### src/rtl/data_memory_ctrl.sv
// Byte-addressable data memory with sized loads/stores; word-crossing accesses take two beats.
// Optional DMEM_MISALIGN_TRAP_EN rejects any misaligned access instead of splitting it.
module data_memory_ctrl #(
    parameter int DATA_W    = 64,
    parameter int DEPTH     = 8,
    parameter int ADDR_W    = 64,
    parameter     INIT_FILE = ""
) (
    input  logic              clk,
    input  logic              reset,
    input  logic              req_valid,
    output logic              req_ready,
    input  logic              req_write,
    input  logic [1:0]        req_size,
    input  logic              req_unsigned,
    input  logic [ADDR_W-1:0] req_addr,
    input  logic [DATA_W-1:0] req_wdata,
    output logic              rsp_valid,
    output logic [DATA_W-1:0] rsp_rdata,
    output logic              rsp_err
);
    localparam int BYTES = DATA_W / 8;
    localparam int OFF_W = $clog2(BYTES);
    localparam int IDX_W = (DEPTH > 1) ? $clog2(DEPTH) : 1;
    localparam int LW    = OFF_W + 2;
    localparam int CAP   = DEPTH * BYTES;

    logic [DATA_W-1:0] mem [DEPTH];

    initial begin
        for (int i = 0; i < DEPTH; i++) mem[i] = '0;
    end

    logic              in_split, accept, err_in, cross_in, do_write;
    logic [LW-1:0]     nb_in, cur_nb;
    logic [OFF_W-1:0]  off_in, off_reg, cur_off;
    logic [IDX_W-1:0]  word_in, word_reg, cur_word;
    logic [ADDR_W:0]   end_addr;
    logic [1:0]        size_reg, cur_size;
    logic              uns_reg, write_reg, cur_uns;
    logic [DATA_W-1:0] wdata_reg, hold_reg, cur_wdata, rword, wword, asm_data, ext_data;
    logic [BYTES-1:0]  lane_en;
    logic [OFF_W-1:0]  lane_kk [BYTES];
    logic              sbit;

    assign nb_in    = LW'(1) << req_size;
    assign off_in   = req_addr[OFF_W-1:0];
    assign word_in  = req_addr[OFF_W +: IDX_W];
    assign end_addr = {1'b0, req_addr} + (ADDR_W+1)'(nb_in);
    assign accept   = req_valid && req_ready;

`ifdef DMEM_MISALIGN_TRAP_EN
    assign err_in   = (end_addr > (ADDR_W+1)'(CAP)) || (nb_in > LW'(BYTES))
                   || ((req_addr[3:0] & 4'(nb_in - LW'(1))) != 4'd0);
    assign cross_in  = 1'b0;
    assign in_split  = 1'b0;
    assign req_ready = 1'b1;
`else
    typedef enum logic {IDLE, SPLIT} state_t;
    state_t state_reg, state_next;

    assign err_in    = (end_addr > (ADDR_W+1)'(CAP)) || (nb_in > LW'(BYTES));
    assign cross_in  = ({2'b00, off_in} + nb_in) > LW'(BYTES);
    assign in_split  = (state_reg == SPLIT);
    assign req_ready = (state_reg == IDLE);

    always_ff @(posedge clk or posedge reset) begin
        if (reset) state_reg <= IDLE;
        else       state_reg <= state_next;
    end

    always_comb begin
        state_next = state_reg;
        case (state_reg)
            IDLE:    if (accept && !err_in && cross_in) state_next = SPLIT;
            SPLIT:   state_next = IDLE;
            default: state_next = IDLE;
        endcase
    end
`endif

    // Beat-local view: the second beat replays the latched request against word w+1.
    assign cur_size  = in_split ? size_reg  : req_size;
    assign cur_uns   = in_split ? uns_reg   : req_unsigned;
    assign cur_off   = in_split ? off_reg   : off_in;
    assign cur_wdata = in_split ? wdata_reg : req_wdata;
    assign cur_word  = in_split ? word_reg + IDX_W'(1) : word_in;
    assign cur_nb    = LW'(1) << cur_size;
    assign rword     = mem[cur_word];
    assign do_write  = !reset && ((accept && !err_in && req_write) || (in_split && write_reg));

    // Each lane maps to request byte k = lane position (offset by BYTES in the high beat) - offset.
    genvar gi;
    generate
        for (gi = 0; gi < BYTES; gi++) begin : g_lane
            localparam logic [LW-1:0] BASE_LO = LW'(gi);
            localparam logic [LW-1:0] BASE_HI = LW'(gi + BYTES);
            logic [LW-1:0] base, k;
            assign base         = in_split ? BASE_HI : BASE_LO;
            assign k            = base - {2'b00, cur_off};
            assign lane_en[gi]  = (base >= {2'b00, cur_off}) && (k < cur_nb);
            assign lane_kk[gi]  = k[OFF_W-1:0];
            assign wword[8*gi +: 8] = cur_wdata[8*k[OFF_W-1:0] +: 8];
        end
    endgenerate

    always_ff @(posedge clk) begin
        if (do_write) begin
            for (int i = 0; i < BYTES; i++) begin
                if (lane_en[i]) mem[cur_word][8*i +: 8] <= wword[8*i +: 8];
            end
        end
    end

    always_comb begin
        asm_data = in_split ? hold_reg : '0;
        for (int i = 0; i < BYTES; i++) begin
            if (lane_en[i]) asm_data[8*lane_kk[i] +: 8] = rword[8*i +: 8];
        end
    end

    always_comb begin
        case (cur_size)
            2'd0:    sbit = asm_data[7];
            2'd1:    sbit = asm_data[15];
            2'd2:    sbit = asm_data[31];
            default: sbit = asm_data[DATA_W-1];
        endcase
        for (int b = 0; b < DATA_W; b++) begin
            ext_data[b] = (b < 8 * int'(cur_nb)) ? asm_data[b] : (!cur_uns && sbit);
        end
    end

    always_ff @(posedge clk or posedge reset) begin
        if (reset) begin
            rsp_valid <= 1'b0;
            rsp_rdata <= '0;
            rsp_err   <= 1'b0;
            size_reg  <= '0;
            uns_reg   <= 1'b0;
            write_reg <= 1'b0;
            off_reg   <= '0;
            word_reg  <= '0;
            wdata_reg <= '0;
            hold_reg  <= '0;
        end else begin
            rsp_valid <= 1'b0;
            rsp_rdata <= '0;
            rsp_err   <= 1'b0;
            if (in_split) begin
                rsp_valid <= 1'b1;
                rsp_rdata <= write_reg ? '0 : ext_data;
            end else if (accept) begin
                if (err_in) begin
                    rsp_valid <= 1'b1;
                    rsp_err   <= 1'b1;
                end else if (cross_in) begin
                    size_reg  <= req_size;
                    uns_reg   <= req_unsigned;
                    write_reg <= req_write;
                    off_reg   <= off_in;
                    word_reg  <= word_in;
                    wdata_reg <= req_wdata;
                    hold_reg  <= asm_data;
                end else begin
                    rsp_valid <= 1'b1;
                    rsp_rdata <= req_write ? '0 : ext_data;
                end
            end
        end
    end
endmodule
### config.mk
export PLATFORM = sky130hd
export DESIGN_NAME = data_memory_ctrl
export DESIGN_NICKNAME = d
export VERILOG_FILES = /design/src/rtl/data_memory_ctrl.sv
export SDC_FILE = /design/constraint.sdc
export NUM_CORES = 2
export LEC_CHECK = 0
export ABC_AREA = 1
export BUFFER_PORTS_ARGS = -buffer_cell sky130_fd_sc_hd__buf_2
export CAP_MARGIN = 30
export CORE_MARGIN = 2
export CORE_UTILIZATION = 42
export DETAILED_ROUTE_END_ITERATION = 10
export PLACE_DENSITY = 0.68
export SYNTH_ARGS = -nofsm -noshare
export SYNTH_HDL_FRONTEND = slang
export SYNTH_SLANG_ARGS = --single-unit
### constraint.sdc
create_clock -name clk -period 6.9 [get_ports clk]
set_input_delay 0.345 -clock clk [delete_from_list [all_inputs] [get_ports clk]]
set_output_delay 0.345 -clock clk [all_outputs]
set_load 0.005 [all_outputs]
# Word-level counts from Yosys, hierarchy flattened
# Memory sizes are Yosys's and may differ from the RTL's.
# Index checks and enable logic that the tools add are counted.
[totals]
regBits = 205
ramBits = 512
output_inout_bits = 67
elab_cells = 300
memories = 1
[mem_list]
columns = ["name", "depth", "word_bits", "rd", "rd_ports_with_merged_regs", "write_ports", "line_no", "source"]
rows = [
  ["mem", 8, 64, 1, 0, 1, "28", "logic [DATA_W-1:0] mem [DEPTH];"],
]
[classes]
n_addsub = 19
n_lt_le_gt_ge = 83
eq_ne = 2
shifts = 26
muxes = 134
bitwise_logic = 2
n_reduce_logical = 22
[op_table]
columns = ["operator", "count"]
rows = [
  ["64-bit 2-to-1 mux", 16],
  ["64-bit bitwise mux", 8],
  ["8-bit by 34-bit variable shift with 64-bit output (first input constant)", 8],
  ["64-bit by 7-bit variable part select with 8-bit output", 8],
  ["8-bit by 34-bit variable part select with 64-bit output", 8],
  ["6-bit negator with 34-bit output", 8],
  ["6-bit by 8-bit < comparator with 1-bit output (first input constant)", 32],
  ["5-bit by 8-bit < comparator with 1-bit output (first input constant)", 16],
  ["1-bit 2-to-1 mux", 97],
  ["64-bit by 5-bit adder with 65-bit output", 1],
  ["65-bit by 7-bit greater-than comparator with 1-bit output (second input constant)", 1],
  ["4-bit by 8-bit < comparator with 1-bit output (first input constant)", 8],
  ["5-bit < comparator", 8],
  ["4-bit by 3-bit subtractor with 5-bit output", 8],
  ["4-bit by 3-bit >= comparator with 1-bit output", 8],
  ["3-bit by 8-bit < comparator with 1-bit output (first input constant)", 4],
  ["4-bit 2-to-1 mux", 8],
  ["1-bit by 8-bit < comparator with 1-bit output (first input constant)", 2],
  ["2-bit by 8-bit < comparator with 1-bit output (first input constant)", 2],
  ["1-bit logical AND", 15],
  ["5-bit by 4-bit greater-than comparator with 1-bit output (second input constant)", 2],
  ["1-bit by 2-bit << shifter with 5-bit output (first input constant)", 2],
  ["3-bit 2-to-1 mux", 2],
  ["3-bit by 5-bit adder with 5-bit output", 1],
  ["other kinds (11)", 15],
]

# Depth between registers and ports, before layout
[logic_depth]
ltp_word = 28
ltp_mapped = 41
mapped_depth_nobuf = 33

# Worst setup path after synthesis
# No wires, ideal clock.
[synth_timing]
path_type = "input -> register"
from = "input port reset"
to = "memory mem[0][0] (enable)"
t_arrival_ps = 7223
required_time_ps = 6541
setup_slack_ps = -683
cell_stages = 3
cell_sequence = "clkinv_1 > nand4_1 > nor2_1"
[synth_via]
elab_chain_len = 4
[synth_rtl]
columns = ["element", "line_no", "source"]
rows = [
  ["start: declaration", "10", "input logic reset,"],
  ["1-bit logical NOT (no line)", "-", ""],
  ["1-bit logical AND", "90", "assign do_write = !reset && ((accept && !err_in && req_write) || (in_split && write_reg));"],
  ["1-bit 2-to-1 mux", "108", "if (do_write) begin"],
  ["1-bit 2-to-1 mux (implied by the code)", "110", "if (lane_en[i]) mem[cur_word][8*i +: 8] <= wword[8*i +: 8];"],
  ["end: declaration", "28", ""],
]
# Every way passes these cells.

# Final worst setup path
[layout_timing]
from = "register state_reg (netlist: in_split)"
to = "register rsp_rdata[32]"
[layout_via]
elab_chain_len = 28
[layout_rtl]
columns = ["element", "line_no", "source"]
rows = [
  ["start: declaration", "60", "state_t state_reg, state_next;"],
  ["start signal: assignment", "69", "else state_reg <= state_next;"],
  ["3-bit 2-to-1 mux", "85", "assign cur_off = in_split ? off_reg : off_in;"],
  ["4-bit by 3-bit subtractor with 5-bit output", "100", "assign k = base - {2'b00, cur_off};"],
  ["6-bit negator with 34-bit output", "118", "if (lane_en[i]) asm_data[8*lane_kk[i] +: 8] = rword[8*i +: 8];"],
  ["8-bit by 34-bit variable part select with 64-bit output / 8-bit by 34-bit variable shift with 64-bit output (equally long branches)", "118", ""],
  ["64-bit bitwise mux", "118", ""],
  ["64-bit 2-to-1 mux", "118", ""],
  ["64-bit bitwise mux", "118", ""],
  ["64-bit 2-to-1 mux", "118", ""],
  ["(+12 left out)", "-", ""],
  ["1-bit case mux with 3 select lines", "123", "case (cur_size)"],
  ["1-bit logical AND", "130", "ext_data[b] = (b < 8 * int'(cur_nb)) ? asm_data[b] : (!cur_uns && sbit);"],
  ["1-bit 2-to-1 mux", "130", ""],
  ["64-bit 2-to-1 mux", "167", "rsp_rdata <= req_write ? '0 : ext_data;"],
  ["64-bit 2-to-1 mux", "157", "end else if (cross_in) begin"],
  ["64-bit 2-to-1 mux", "154", "if (err_in) begin"],
  ["64-bit 2-to-1 mux", "153", "end else if (accept) begin"],
  ["64-bit 2-to-1 mux (*)", "150", "if (in_split) begin"],
  ["end signal: assignment", "152", "rsp_rdata <= write_reg ? '0 : ext_data;"],
  ["end signal: assignment", "167", ""],
  ["end: declaration", "19", "output logic [DATA_W-1:0] rsp_rdata,"],
]
# Mark *: on every way between the ends. The rest lies on a longest branch, timed or not.
# A chain may end at the register's enable or synchronous reset.

==> summary.txt <==
Num CTS Buffers = 78
PostCTS Resize Cnt = 0
Fmax = 163 MHz
Setup TNS = 0 ps
Mapped cell area = 41400 sq um
Via count of the routed design = 40000
Initial antenna violation count = 4
Final setup fails = 0
Synth async-reset ratio = 28.6%
Area contributors post-synth = edfxtp_1 37%, nand2_1 13%, dfrtp_1 12%
Reg-to-Reg Start = in_split$_DFF_PP0_
Synth cell types = 64
Critical Path Sink Type = flip-flop
Total congestion overflow = 0
Crit path time final = 6150 ps
Max VDD drop = 185 uV
Post-CTS setup buffers = 0
Top-count cell post-synth = nand2_1
Most used cell, CP = nand2_1
Hold_sp = req_wdata[18]
Slowest stage delay, CP = 640 ps
Antenna-violating nets left = 0
Sinks on Clock Net = 717
Synth warn = 0
GRT Total Usage = 32.3%
Pwr Density = 224 nW/um^2
Hold-fix buffers, CTS = 70
Longest Clk Path Bufs = 3
WL final = 168 mm
Max reg flops = 512
P_leak = 19.9 nW
Clock transition at the registers of the reported paths = 60 ps
Post-synthesis register bit count = 717
Setup Crit Path Kind = flip-flop to flip-flop
Vias per inst = 5.85
MaxCap Viol Count = 0
Slowest CP cell = dfrtp_4
IO Port Bufs = 201
Biggest register = mem
Leading area contributor after synthesis = edfxtp_1
Area delta synth->final = 14.5%
Routed wire per std cell = 24.5 um
Core area = 98000 sq um
R2r setup slk = 750 ps
Synth Flop Type = edfxtp_1
Pin count of the biggest net entering global routing = 163
Synth cell count leaders = 1401 x nand2_1, 729 x nor2_1, 512 x edfxtp_1
Stages on the worst setup path = 24
H-tree Lvls = 3
Crit path cell chain = inv_2, buf_4, nand2_1, nand2_4, clkinv_2, ha_1, buf_4, nor2_1, a21oi_1, o21ai_0, nand2_1, nor2_1, nand2_1, inv_1, a21oi_1, nand2_1, nand2_1, nand2_2, nand2_2, a21oi_2, nand2_1, nand2_2, nand2_4, nor2_1
Worst Hold Class = input pin to flip-flop
Rows = 115
Pre-CTS setup slack = 1030 ps
# nets final = 5670
Post-synth EDFFs = 512
Post-synth net total = 5430
CTS root buffer = clkbuf_16
Final hold vios = 0
Min-Delay Path Depth = 3
First-pass detailed-route iteration total = 10
Period utilization = 89.1%
CTS tree = built
Status = finished clean
Final HPWL DP = 123 mm
Layout cells sized above 1 = 11.0%
Initial core utilization = 42.2%
First DRT Iteration DRCs = 5513
RSZ-0062 raised after global routing = false
Post-synthesis sequential area ratio = 49.5%
Cells after Synth = 5249
Clk_lat worst skew = 680 ps
CP startpoint kind = flip-flop
Vias in the first global route = 37300
Final Wtd Congestion = 1.08
Max-slew violation count = 0
Arr. time, crit path = 6720 ps
Final Skew = 38.8 ps
CP required = 7470 ps
Rel. slew slack = 26.0%
Die area = 101000 sq um
First-pass GRT wire length = 244 mm
Yosys top cell area share = 37.1%
Crit. Startpoint = in_split$_DFF_PP0_
DRC = 0
CP Max Fanout = 41
Worst slew pin tran = 1100 ps
Worst R2R Path Depth = 24
Buf/Inv on CP = 5
Boundary pin count = 202
Worst setup margin = 751 ps
FILL cells = 9347
Top delay family on crit path = simple AND/OR/NAND/NOR gates
Syn Area/Cell = 7.89 sq um
Die height = 318 um
DIE WIDTH = 318 um
placed cells by master, fill, tap and decap left out, drive strengths merged, types with 3 or more instances in the layout:
| cell type | Yosys | layout |
|---|---|---|
| a22oi | 3 | 3 |
| clkbuf | 121 | 103 |
| or2 | 20 | 20 |
| clkinv | 8 | 42 |
| dfrtp | 205 | 205 |
| o21ai | 510 | 510 |
| o211ai | 40 | 40 |
| nand4 | 51 | 51 |
| buf | 142 | 352 |
| inv | 407 | 411 |
| nand3 | 345 | 345 |
| dlygate4sd3 | 1 | 70 |
| xnor2 | 20 | 20 |
| ha | 45 | 45 |
| a211oi | 3 | 3 |
| a311oi | 3 | 3 |
| nor2 | 784 | 784 |
| and2 | 3 | 3 |
| xor2 | 39 | 39 |
| nand3b | 3 | 3 |
| o2111ai | 4 | 4 |
| diode | 0 | 5 |
| o31ai | 5 | 5 |
| nor4 | 19 | 19 |
| edfxtp | 512 | 512 |
| bufinv | 0 | 5 |
| a21oi | 263 | 263 |
| o22ai | 127 | 127 |
| nor3 | 85 | 85 |
| nand2 | 1420 | 1420 |
| o21bai | 4 | 4 |
| a31oi | 43 | 43 |
tightest hold or removal path, stage by stage:
cell,delay [ps]
buf_2,90
inv_1,90
o21ai_0,100
per-layer routing:
layer / track usage [%] / up-vias / wire [um]
met2: 48.7 / 2470 / 72600
met1: 43.0 / 18900 / 66100
li1: - / 18100 / -
met3: 7.55 / 512 / 18800
met5: 0 / - / 0
met4: 17.9 / 0 / 10300
area by class of cell:
type | instances | area [sq um] | share of cell area, %
timing repair buffer | 424 | 2980 | 6.28
antenna | 5 | 12.5 | 0.0264
inverter | 415 | 1580 | 3.33
clock inverter | 43 | 459 | 0.969
multi-input combinational | 3853 | 18100 | 38.2
tap | 1287 | 1610 | 3.40
clock buffer | 101 | 2150 | 4.54
sequential | 717 | 20500 | 43.3
final timing paths:
check                                       endpoint
setup / recovery             rsp_rdata[32]$_DFF_PP0_
hold / removal             wdata_reg[18]$_DFFE_PP0P_
setup reg to reg             rsp_rdata[32]$_DFF_PP0_
hold reg to reg             hold_reg[44]$_DFFE_PP0P_
max in group asynchronous   hold_reg[44]$_DFFE_PP0P_
min in group asynchronous        rsp_valid$_DFF_PP0_
cell families after synthesis:
kind of cell | count (synthesis) | synth area share (%)
compound gates | 1015 | 13.4
xor+xnor | 59 | 1.25
fa+ha+maj | 46 | 1.41
buf+inv | 679 | 6.94
flops | 717 | 49.5
simple gates | 2733 | 27.5
where the power goes:
part           switching (mW)  total, mW  internal [mW]
combinational            1.25       1.64          0.388
sequential           0.000150       4.73           4.73
clock                    1.82       4.25           2.42
through the flow:
step | utilization, % | std cells | instance area, sq um | hold slack (ps) | total power, mW
2_1_floorplan | - | 5249 | 41400 | 442 | 5.63
3_3_place_gp | 44.8 | 6608 | 43900 | 459 | 6.32
3_5_place_dp | 44.9 | 6617 | 43900 | 466 | 6.33
4_1_cts | 48.2 | 6831 | 47300 | 5.54 | 10.6
5_1_grt | 48.4 | 6842 | 47400 | 58.4 | 10.9
6_report | 48.4 | 6845 | 47400 | 29.5 | 10.6
No activity file was read; power rests on OpenSTA's default activity.
